`src/rtl/acorn_pad_sequencer.sv`:
```
// ACORN-128 input sequencer: streams W-step words of data || 1 || 0^255 with ca/cb
// flags for one associated-data or message phase.
module acorn_pad_sequencer #(
    parameter int unsigned W     = 8,
    parameter int unsigned LEN_W = 16
) (
    input  logic             clk,
    input  logic             rst,
    input  logic             start,
    input  logic             mode,
    input  logic [LEN_W-1:0] len,
    output logic             busy,
    input  logic [W-1:0]     in_data,
    input  logic             in_valid,
    output logic             in_ready,
    output logic [W-1:0]     m_out,
    output logic             ca_out,
    output logic             cb_out,
    output logic             out_last,
    output logic             out_valid,
    input  logic             out_ready,
    output logic             done
);

    localparam int unsigned TAIL  = 256 / W;
    localparam int unsigned CAHI  = 128 / W;
    // Shared data/pad counter: must hold len without wrapping and reach TAIL-1 (<= 255).
    localparam int unsigned CNT_W = (LEN_W + 1 > 9) ? LEN_W + 1 : 9;

    typedef enum logic [1:0] {
        S_IDLE = 2'd0,
        S_DATA = 2'd1,
        S_PAD  = 2'd2,
        S_DONE = 2'd3
    } state_t;

    state_t             state_q;
    logic [CNT_W-1:0]   cnt_q;
    logic [CNT_W-1:0]   cnt_d;
    logic               mode_q;
    logic [LEN_W-1:0]   len_q;
    logic [W-1:0]       m_q;
    logic               ca_q;
    logic               cb_q;
    logic               last_q;
    logic               valid_q;
    logic               busy_q;
    logic               done_q;
    logic               load_en;

    assign cnt_d    = cnt_q + CNT_W'(1);
    assign load_en  = !valid_q || out_ready;
    assign in_ready = (state_q == S_DATA) && load_en;

    assign m_out     = m_q;
    assign ca_out    = ca_q;
    assign cb_out    = cb_q;
    assign out_last  = last_q;
    assign out_valid = valid_q;
    assign busy      = busy_q;
    assign done      = done_q;

    // Phase FSM and the one-deep output word register.
    always_ff @(posedge clk or negedge rst) begin
        if (!rst) begin
            state_q <= S_IDLE;
            cnt_q   <= '0;
            mode_q  <= 1'b0;
            len_q   <= '0;
            m_q     <= '0;
            ca_q    <= 1'b0;
            cb_q    <= 1'b0;
            last_q  <= 1'b0;
            valid_q <= 1'b0;
            busy_q  <= 1'b0;
            done_q  <= 1'b0;
        end else begin
            done_q <= 1'b0;
            case (state_q)
                S_IDLE: begin
                    if (start) begin
                        mode_q  <= mode;
                        len_q   <= len;
                        cnt_q   <= '0;
                        busy_q  <= 1'b1;
                        state_q <= (len == '0) ? S_PAD : S_DATA;
                    end
                end
                S_DATA: begin
                    if (load_en) begin
                        if (in_valid) begin
                            m_q     <= in_data;
                            ca_q    <= 1'b1;
                            cb_q    <= mode_q;
                            last_q  <= 1'b0;
                            valid_q <= 1'b1;
                            if (cnt_d == CNT_W'(len_q)) begin
                                cnt_q   <= '0;
                                state_q <= S_PAD;
                            end else begin
                                cnt_q <= cnt_d;
                            end
                        end else begin
                            valid_q <= 1'b0;
                        end
                    end
                end
                S_PAD: begin
                    // Word t of the tail: the single padding 1 lands in step 0 of t==0.
                    if (load_en) begin
                        m_q     <= (cnt_q == '0) ? W'(1) : '0;
                        ca_q    <= (cnt_q < CNT_W'(CAHI));
                        cb_q    <= mode_q;
                        last_q  <= (cnt_q == CNT_W'(TAIL - 1));
                        valid_q <= 1'b1;
                        if (cnt_q == CNT_W'(TAIL - 1)) begin
                            cnt_q   <= '0;
                            state_q <= S_DONE;
                        end else begin
                            cnt_q <= cnt_d;
                        end
                    end
                end
                S_DONE: begin
                    // Final word is held until consumed; done and busy-drop share the next cycle.
                    if (out_ready) begin
                        valid_q <= 1'b0;
                        last_q  <= 1'b0;
                        busy_q  <= 1'b0;
                        done_q  <= 1'b1;
                        state_q <= S_IDLE;
                    end
                end
                default: state_q <= S_IDLE;
            endcase
        end
    end

endmodule

```
`config.mk`:
```
export PLATFORM = sky130hd
export DESIGN_NAME = acorn_pad_sequencer
export DESIGN_NICKNAME = d
export VERILOG_FILES = /design/src/rtl/acorn_pad_sequencer.sv
export SDC_FILE = /design/constraint.sdc
export NUM_CORES = 1
export LEC_CHECK = 0
export BUFFER_PORTS_ARGS = -buffer_cell sky130_fd_sc_hd__buf_4
export CAP_MARGIN = 20
export CORE_ASPECT_RATIO = 0.8
export CORE_MARGIN = 2
export CORE_UTILIZATION = 30
export CTS_CLUSTER_DIAMETER = 120
export DETAILED_ROUTE_END_ITERATION = 16
export MAX_ROUTING_LAYER = met4
export SLEW_MARGIN = 30
export SYNTH_ARGS = -nofsm -noshare
export SYNTH_HDL_FRONTEND = slang
export SYNTH_SLANG_ARGS = --single-unit
export TNS_END_PERCENT = 50
```
`constraint.sdc`:
```
create_clock -name clk -period 5.3 [get_ports clk]
set_clock_uncertainty 0.05 [all_clocks]
set_input_delay 0.265 -clock clk [delete_from_list [all_inputs] [get_ports clk]]
set_output_delay 0.265 -clock clk [all_outputs]
set_load 0.01 [all_outputs]
```
==> results of run 1 <==
-- path summary, 6_finish.rpt --
| check | startpoint | end | cells past startpoint |
|---|---|---|---|
| min | mode | mode_q$_DFFE_PN0P_ | 2 |
| max reg2reg | cnt_q[2]$_DFFE_PN0P_ | cnt_q[0]$_DFFE_PN0P_ | 7 |
| min reg2reg | m_out[5]$_DFFE_PN0P_ | m_out[5]$_DFFE_PN0P_ | 2 |
| max | cnt_q[2]$_DFFE_PN0P_ | cnt_q[0]$_DFFE_PN0P_ | 7 |
| min in group asynchronous | rst | m_out[5]$_DFFE_PN0P_ | 2 |
| max in group asynchronous | rst | cnt_q[0]$_DFFE_PN0P_ | 2 |
-- cell type report --
cell class	instances	area, µm²	area share
sequential	50	1250	0.339
timing repair buffer	45	340	0.0921
clock buffer	8	166	0.0450
tap	140	175	0.0474
inverter	13	48.8	0.0132
multi-input combinational	246	1710	0.464
-- power by group through the flow --
stage	combinational [mW]	sequential (mW)	clock, mW
2_1_floorplan	0.608	0.614	0
4_1_cts	0.872	0.619	0.367
6_report	0.867	0.617	0.356
3_5_place_dp	0.867	0.626	0
5_1_grt	0.960	0.637	0.380
3_3_place_gp	0.852	0.618	0
-- metrics by stage --
stage / total power [mW] / hold WS (ns) / setup slack, ns
6_report: 1.84 / 0.143 / 1.48
5_1_grt: 1.98 / 0.152 / 1.28
4_1_cts: 1.86 / 0.139 / 1.50
3_5_place_dp: 1.49 / 0.286 / 1.53
3_3_place_gp: 1.47 / 0.285 / 1.59
2_1_floorplan: 1.22 / -0.0806 / 2.49
-- cells by family (layout without fill, tap and decap cells) --
kind of cell,count (synthesis),in the layout
DFF,50,50
and+or+nand+nor,127,127
buffers and inverters,35,66
xor gates and xnor gates,20,20
muxes,25,25
AOI/OAI and AO/OA,68,68
adders and majority gates,6,6
-- routing by layer --
metal  vias to the layer above  routed length [µm]  global-route usage  part of all wire
li1                       1271                   -                   -                 -
met1                      1264                3970               0.211              0.50
met2                        77                3340               0.220              0.42
met3                        14                 525              0.0329             0.066
met4                         0                 184              0.0703             0.023
met5                         -                   0                   -                 0
-- state kept, by name, indices dropped and copies added (netlist names) --
name / count
cnt_q: 17
len_q: 16
m_out: 8
state_q: 2
busy: 1
ca_out: 1
cb_out: 1
done: 1
mode_q: 1
out_last: 1
out_valid: 1
-- synth_stat cells, types with 8 or more instances --
cell / number / area [µm²]
nor4_1: 8 / 50.1
inv_1: 13 / 48.8
nand2_1: 34 / 128
dfrtp_1: 50 / 1250
nor3_1: 17 / 85.1
o21ai_0: 18 / 90.1
o31ai_1: 11 / 82.6
mux2_2: 22 / 248
clkbuf_1: 9 / 33.8
xnor2_1: 8 / 70.1
nand3_1: 10 / 50.1
xor2_1: 12 / 105
a21oi_1: 9 / 45.0
nor2_1: 21 / 78.8
buf_2: 9 / 45.0
-- timing repair --
| item | CTS | global route |
|---|---|---|
| gates resized for setup | 0 | 0 |
| hold buffers | 1 | 0 |
| hold endpoints to repair | 50 | 0 |
-- worst max-delay path: cells and delay by family (launching register included) --
kind	cells	cell delay, ns
XOR/XNOR	1	0.15
flip-flops	1	0.54
AND/OR/NAND/NOR	5	2.62
multiplexers	1	0.34
==> results.tsv, run 1 <==
stage	metric	value	unit
drt	number of vias per cell	5.23	
power_and_ir_drop	Net Switching	0.733	mW
critical_path	CP Capture Type	flop	
die	Die X	118	µm
clock_tree	buffers inserted by post-CTS timing repair	0	
power_and_ir_drop	Combinational Power Share	0.471	
power_and_ir_drop	Pleak	1.60	nW
critical_path	Startpoint Class	flop	
cells_and_area	fin area	3700	µm²
status	status	complete, no violations	
yosys	Post-Synth Adder-Cell Area	0.0240	
power_and_ir_drop	Pwr Density	498	nW/µm²
grt	GRT overflow	0	
grt	initial antenna violation count	0	
yosys	EDFF count, synth	0	
power_and_ir_drop	Peak supply drop	261	µV
yosys	largest family of logic cells by synthesized area	simple AND/OR/NAND/NOR gates	
power_and_ir_drop	Clk network pwr share	0.194	
placed_design	Detail Placement HPWL	5.92	mm
placed_design	placed insts	493	
yosys	Mapped Avg Cell Area	9.43	µm²
yosys	Mapped Area	3120	µm²
critical_path	Crit path required time	5.43	ns
die	Initial Util	0.306	
critical_path	Arr. time, crit path	3.95	ns
yosys	Post-Syn Nets	367	
yosys	yosys warns	0	
grt	pin count of the biggest net entering global routing	51	
drt	TritonRoute pass-1 iters	5	
power_and_ir_drop	internal power	1.11	mW
yosys	fraction of synthesized cell area in xor and xnor cells	0.0561	
timing	final setup vio count	0	
timing	unrepaired setup endpoints after global routing	false	
cells_and_area	nets	397	
cells_and_area	fin util	0.362	
critical_path	CP Max Fanout	16	
drt	Post-DRT Antenna Nets	0	
die	io pins	45	
clock_tree	CTS tree	built	
critical_path	critical path class	reg2reg	
drt	routed wire length	8.01	mm
clock_tree	clk_lat worst skew	0.30	ns
clock_tree	clk buf depth	2	
yosys	simple-gate share of the synthesized area	0.224	
clock_tree	H-tree depth	2	
critical_path	setup slack, reg-to-reg	1.48	ns
critical_path	slowest library cell on the worst path	nor4_4	
die	die area	11200	µm²
placed_design	I/O Buffers	44	
timing	final worst-path cycle share	0.720	
cells_and_area	area delta synth->final	18.4	%
timing	Final min period	3.82	ns
clock_tree	CTS clock-pin slew for the worst setup and hold paths	0.06	ns
drt	Post-route DRC	0	
power_and_ir_drop	Seq pwr share	0.335	
yosys	Cell variety after synth	56	
timing	Slew headroom	0.404	
placed_design	placed cell areas	3520	µm²
cells_and_area	Antenna Cells	0	
critical_path	worst-path cell chain	nand3_1 > or3_1 > xnor2_1 > or4_4 > nor4_4 > nor3_2 > mux2_2	
yosys	post-synthesis sequential area ratio	0.401	
cells_and_area	most frequent cells in the layout	dfrtp_1, buf_4, nand2_1, mux2_2, nor2_1	
yosys	post-synthesis cell count	331	
drt	initial DRC count	214	
critical_path	CP max stage delay	0.80	ns
timing	Slew Viols, Final	0	
cells_and_area	fill cell count	1047	
placed_design	routability cong.	0.904	
yosys	Synth Flop Type	dfrtp_1	
die	core area	10200	µm²
cells_and_area	Layout Cells excl Fill	502	
timing	Max Fclk	0.262	GHz
grt	Total GRT Usage	0.155	
yosys	ys async rst share	1.00	
power_and_ir_drop	sw frac	0.398	
cells_and_area	share of cells above drive strength 1	0.235	
die	row count	33	
timing	total negative slack	0	ns
min_path	HP Class	in2reg	
grt	first-pass GRT wire length	13.0	mm
yosys	Compound-Gate Fraction of Synth Area	0.154	
drt	vias	2626	
cells_and_area	commonest non-fill, non-tap cell in the layout	dfrtp_1	
clock_tree	Root Buffer	clkbuf_16	
grt	vias in the first global route	2521	
drt	DR WL/cell	16.0	µm
yosys	mux share of post-synthesis cell area	0.0890	
yosys	Yosys reg bits	50	
timing	Fin. Hold Viols	0	
timing	Worst Max-Slew Pin Slew	0.887	ns
die	die height	95.2	µm
clock_tree	TritonCTS buffer count	5	
clock_tree	Clock Sinks	50	
run	Max-Cap Viols	0	
(Power assumes the default switching activity.)
==> run 2, diff against run 1 <==
Settings changed: ABC_AREA set to 1.
Clock period 5.3 ns to 3.9 ns, I/O delays scaled along.
==> run 2 against run 1 <==
Compared with the run above:
- combinational power increased by 12%
- non-clock buffer count increased by 1
- highest routed layer unchanged
- largest cell class unchanged
- core utilization increased by 1.5 points
- global-route usage increased by 1.0 points
- critical path depth increased by 1
==> results.tsv, run 2 <==
stage	metric	value	unit
yosys	post-synthesis cell count	419	
critical_path	slowest library cell on the worst path	nor2_2	
die	core area	9770	µm²
yosys	share of the synthesized area in the top cell type	0.409	
status	status	complete, no violations	
cells_and_area	most frequent cells in the layout	nand2_1, inv_1, nand3_1, dfrtp_1, buf_4	
grt	Total GRT Usage	0.165	
placed_design	I/O Buffers	44	
die	die area	11000	µm²
cells_and_area	share of cells above drive strength 1	0.172	
drt	Post-DRT Antenna Nets	0	
power_and_ir_drop	Peak supply drop	377	µV
power_and_ir_drop	total power	2.22	mW
yosys	most frequent cell after synthesis	nand2_1	
yosys	Cell variety after synth	34	
timing	Slew Viols, Final	0	
grt	met2 global-route usage	0.238	
clock_tree	H-tree depth	2	
timing	Fin. Hold Viols	0	
drt	initial DRC count	164	
timing	total negative slack	0	ns
clock_tree	Resize count post-CTS	0	
die	row count	32	
grt	first-pass GRT wire length	13.5	mm
critical_path	CP Capture Type	flop	
timing	Max Fclk	0.383	GHz
cells_and_area	nets	501	
drt	Post-route DRC	0	
yosys	EDFF count, synth	0	
clock_tree	clk_lat worst skew	0.30	ns
grt	grt met1 use	0.229	
grt	vias in the first global route	2774	
critical_path	Arr. time, crit path	2.76	ns
timing	Slew headroom	0.459	
grt	M3 GR Usage	0.0323	
timing	final setup vio count	0	
yosys	Post-Syn Nets	455	
drt	number of vias per cell	4.85	
yosys	Synth area leader	dfrtp_1	
grt	gr busiest metal	met2	
yosys	yosys warns	0	
power_and_ir_drop	Pleak	1.80	nW
yosys	Mapped Area	3060	µm²
timing	unrepaired setup endpoints after global routing	false	
run	Max-Cap Viols	0	
clock_tree	Root Buffer	clkbuf_16	
clock_tree	clk buf depth	2	
cells_and_area	Top reg by flops	cnt_q	
grt	initial antenna violation count	0	
cells_and_area	commonest non-fill, non-tap cell in the layout	nand2_1	
clock_tree	CTS tree	built	
die	die height	94.3	µm
drt	TritonRoute pass-1 iters	5	
yosys	Mapped Avg Cell Area	7.30	µm²
grt	pin count of the biggest net entering global routing	51	
yosys	Synth Flop Type	dfrtp_1	
critical_path	critical path class	reg2reg	
cells_and_area	area delta synth->final	20.7	%
cells_and_area	max reg flops	17	
timing	Worst Max-Slew Pin Slew	0.811	ns
placed_design	routability cong.	0.902	
timing	Final min period	2.61	ns
drt	DR WL/cell	13.5	µm
yosys	post-synthesis sequential area ratio	0.409	
placed_design	Detail Placement HPWL	6.09	mm
clock_tree	Clock Sinks	50	
critical_path	CP Max Fanout	17	
die	io pins	45	
die	Initial Util	0.313	
grt	GRT overflow	0	
min_path	HP Class	in2reg	
drt	routed wire length	8.14	mm
critical_path	most frequent cell on the critical path	nand2_1	
yosys	synth cell count leaders	nand2_1, inv_1, nand3_1, dfrtp_1, nor2_1	
yosys	Yosys reg bits	50	
critical_path	Top delay family on crit path	simple AND/OR/NAND/NOR gates	
drt	vias	2921	
critical_path	Startpoint Class	flop	
critical_path	CP max stage delay	0.64	ns
yosys	main area contributors after synthesis	dfrtp_1, nand2_1, nand3_1	
cells_and_area	Antenna Cells	0	
yosys	ys async rst share	1.00	
clock_tree	CTS clock-pin slew for the worst setup and hold paths	0.07	ns
clock_tree	TritonCTS buffer count	5	
critical_path	worst-path cell chain	inv_1 > ha_1 > nand2_1 > nand2_1 > or3_1 > nor2_2 > nand3_1 > o22ai_2	
timing	final worst-path cycle share	0.669	
critical_path	Crit path required time	4.05	ns
die	Die X	117	µm
power_and_ir_drop	Pwr Density	600	nW/µm²
critical_path	worst path bufs/invs	1	
==> run 2: layer usage <==
metal | share of wire | vias up
li1 | - | 1450
met1 | 0.46 | 1372
met2 | 0.45 | 84
met3 | 0.062 | 15
met4 | 0.021 | 0
met5 | 0 | -
==> run 2: cells by family after synthesis <==
logic type | share of synthesized area
mux | 0.0110
buf+inv | 0.0839
compound gates | 0.109
simple gates | 0.357
xor+xnor | 0.00573
flops | 0.409
fa+ha+maj | 0.0245
==> run 2: worst reg2reg max path, delay by kind of cell (launching register included) <==
kind | cells | cell delay (ns)
AO/OA/AOI/OAI | 1 | 0.17
AND/OR/NAND/NOR | 5 | 1.47
flip-flops | 1 | 0.44
adder cells (fa/ha/maj) | 1 | 0.31
buffers and inverters | 1 | 0.09
==> run 2: path summary, 6_finish.rpt <==
check                                        from               endpoint  slack, ns  depth (start not counted)
hold / removal                          out_ready         done$_DFF_PN0_       0.06                          3
max in group asynchronous                     rst  len_q[14]$_DFFE_PN0P_       2.91                          2
min in group asynchronous                     rst   cnt_q[8]$_DFFE_PN0P_       0.42                          2
setup reg to reg           state_q[1]$_DFFE_PN0P_   cnt_q[7]$_DFFE_PN0P_       1.29                          8
setup / recovery           state_q[1]$_DFFE_PN0P_   cnt_q[7]$_DFFE_PN0P_       1.29                          8
hold reg to reg              m_out[5]$_DFFE_PN0P_   m_out[5]$_DFFE_PN0P_       0.43                          2
==> run 2: metrics by stage <==
stage	instance area, µm²	util	cells	setup slack, ns	hold WS [ns]
detailed placement	3530	0.361	593	1.30	0.222
finish	3690	0.378	602	1.29	0.0584
global placement	3530	0.361	593	1.33	0.229
floorplan	3060	-	419	1.77	-0.151
global route	3690	0.378	602	1.09	0.0724
CTS	3690	0.378	602	1.28	0.0574
==> run 2: timing repair <==
item / CTS / global route
buffers inserted: 0 / 0
endpoints found under the hold margin: 50 / 0
hold buffers: 1 / 0
==> run 2: layout make-up <==
cell class / instances / area (µm²)
multi-input combinational: 304 / 1550
clock inverter: 2 / 12.5
clock buffer: 6 / 139
fill: 1049 / 6080
sequential: 50 / 1250
inverter: 58 / 218
timing repair buffer: 46 / 348
tap: 136 / 170
==> run 2: where the power goes <==
part	internal [mW]	total, mW	switching (mW)	leakage (nW)
Clock	0.254	0.454	0.199	0.0729
Sequential	0.680	0.786	0.106	0.628
Combinational	0.353	0.975	0.623	1.10
Total	1.29	2.22	0.928	1.80
==> run 3, diff against run 2 <==
Clock period 3.9 ns to 2.2 ns, I/O delays scaled along.
==> run 3 against run 2 <==
Compared with the run above:
- non-clock buffer count rose by 25
- critical path depth up 8
- critical path type unchanged
- global-route usage rose by 0.34 points
- critical endpoint is now state_q[1]$_DFFE_PN0P_
==> results.tsv, run 3 (synthesis results as in run 2) <==
stage	metric	value	unit
power_and_ir_drop	Net Switching	1.77	mW
timing	post-route setup slack	0.00226	ns
clock_tree	clk_lat worst skew	0.29	ns
timing	Fin Hold WS	0.00122	ns
power_and_ir_drop	total power	4.40	mW
grt	first-pass GRT wire length	13.9	mm
die	core area	9770	µm²
die	die height	94.3	µm
cells_and_area	max reg flops	17	
drt	routed wire length	8.63	mm
timing	Slew headroom	0.560	
drt	vias	3007	
timing	Final min period	2.20	ns
grt	gr busiest metal	met2	
critical_path	CP Capture Type	flop	
status	status	complete, no violations	
grt	initial antenna violation count	0	
critical_path	Crit path required time	2.37	ns
timing	final worst-path cycle share	0.999	
cells_and_area	most frequent cells in the layout	nand2_1, buf_4, inv_1, nand3_1, dfrtp_1	
critical_path	RR Startpoint	cnt_q[1]$_DFFE_PN0P_	
cells_and_area	Antenna Cells	0	
clock_tree	clk buf depth	2	
min_path	endpoint of the worst hold path	m_out[4]$_DFFE_PN0P_	
min_path	HP Class	in2reg	
power_and_ir_drop	Pwr Density	1070	nW/µm²
cells_and_area	Layout Cells excl Fill	627	
drt	TritonRoute pass-1 iters	5	
cells_and_area	Top reg by flops	cnt_q	
drt	number of vias per cell	4.80	
die	Die X	117	µm
grt	pin count of the biggest net entering global routing	51	
power_and_ir_drop	Peak supply drop	769	µV
drt	Post-DRT Antenna Nets	0	
cells_and_area	commonest non-fill, non-tap cell in the layout	nand2_1	
grt	Total GRT Usage	0.168	
critical_path	Startpoint Class	flop	
clock_tree	Clock Sinks	50	
die	io pins	45	
clock_tree	CTS clock-pin slew for the worst setup and hold paths	0.07	ns
cells_and_area	share of cells above drive strength 1	0.261	
power_and_ir_drop	Pleak	2.00	nW
critical_path	setup slack, reg-to-reg	0.002	ns
run	Max-Cap Viols	0	
clock_tree	Root Buffer	clkbuf_16	
power_and_ir_drop	internal power	2.63	mW
power_and_ir_drop	sw frac	0.402	
clock_tree	TritonCTS buffer count	5	
critical_path	critical path class	reg2reg	
cells_and_area	nets	526	
grt	M3 GR Usage	0.0271	
cells_and_area	area delta synth->final	34.3	%
power_and_ir_drop	Combinational Power Share	0.502	
timing	Max Fclk	0.455	GHz
min_path	Hold Crit Depth	3	
min_path	HP Start	in_data[4]	
grt	GRT overflow	0	
grt	vias in the first global route	2818	
critical_path	Crit Reg-Reg Endpoint	state_q[1]$_DFFE_PN0P_	
power_and_ir_drop	Clk network pwr share	0.180	
timing	Worst Max-Slew Pin Slew	0.660	ns
grt	met2 global-route usage	0.256	
placed_design	routability cong.	0.924	
timing	Fin. Hold Viols	0	
die	Initial Util	0.313	
die	die area	11000	µm²
critical_path	path depth of the worst reg2reg path	16	
timing	unrepaired setup endpoints after global routing	true	
placed_design	I/O Buffers	44	
drt	DR WL/cell	13.8	µm
grt	grt met1 use	0.237	
die	row count	32	
critical_path	Arr. time, crit path	2.37	ns
critical_path	CP Max Fanout	8	
clock_tree	H-tree depth	2	
timing	total negative slack	0	ns
drt	Post-route DRC	0	
power_and_ir_drop	Seq pwr share	0.319	
drt	initial DRC count	118	
placed_design	Post-Place Worst Slack	-0.0480	ns
timing	Slew Viols, Final	0	
placed_design	placed insts	603	
timing	final setup vio count	0	
clock_tree	CTS tree	built	
placed_design	Detail Placement HPWL	6.28	mm
## run 3: layout make-up
cell class              count  area, µm²
clock inverters             1       5.00
inverters                  58        225
fillers                  1025       5660
well taps                 136        170
multi-input cells         304       1680
repair buffers             71        626
flip-flops and latches     50       1250
clock buffers               7        143
## run 3: worst max path at each step
stage | startpoint | endpoint | cells past startpoint
2_1_floorplan | state_q[0]$_DFFE_PN0P_ | cnt_q[10]$_DFFE_PN0P_ | 8
3_3_place_gp | cnt_q[0]$_DFFE_PN0P_ | cnt_q[11]$_DFFE_PN0P_ | 15
3_5_place_dp | cnt_q[0]$_DFFE_PN0P_ | cnt_q[13]$_DFFE_PN0P_ | 15
4_1_cts | cnt_q[0]$_DFFE_PN0P_ | cnt_q[12]$_DFFE_PN0P_ | 15
5_1_grt | cnt_q[3]$_DFFE_PN0P_ | cnt_q[10]$_DFFE_PN0P_ | 14
6_report | cnt_q[1]$_DFFE_PN0P_ | state_q[1]$_DFFE_PN0P_ | 16
## run 3: stage by stage
stage | utilization | area (µm²)
after floorplan | - | 3060
final | 0.420 | 4110
after detailed placement | 0.374 | 3650
after CTS | 0.396 | 3860
after global routing | 0.420 | 4110
after global placement | 0.374 | 3650
## run 3: metal layers
metal  part of all wire  wire length, µm  vias to the layer above
met4              0.010               86                        0
li1                   -                -                     1508
met1               0.48             4100                     1413
met3              0.047              403                        6
met5                  0                0                        -
met2               0.47             4040                       80
## run 3: repair_timing
item | CTS | global route
hold buffers | 4 | 0
hold endpoints to repair | 53 | 0
cloned | 0 | 1
setup endpoints to repair | 18 | 19
resized for setup | 1 | 40
pin swaps | 1 | 20
buffers inserted | 3 | 8
## run 3: worst max-delay path, cell delays in order, from the launching register on
cell and delay (ns):
dfrtp_2 0.42, buf_6 0.12, nand2_4 0.04, nor2_4 0.26
nand3_4 0.13, nand2_2 0.10, nand2_2 0.06, nand2_1 0.07
nand2_1 0.07, nor2_1 0.10, nand2_1 0.08, nor2_1 0.09
nand2_1 0.09, nand2_4 0.15, buf_12 0.15, nand3_2 0.06
nand2_1 0.07
## run 3: power groups by stage
stage / Combinational [mW] / Clock, mW / Sequential, mW
3_5_place_dp: 2.00 / 0 / 1.41
6_report: 2.21 / 0.791 / 1.40
3_3_place_gp: 1.97 / 0 / 1.40
5_1_grt: 2.43 / 0.855 / 1.44
4_1_cts: 2.02 / 0.809 / 1.39
2_1_floorplan: 1.15 / 0 / 1.41
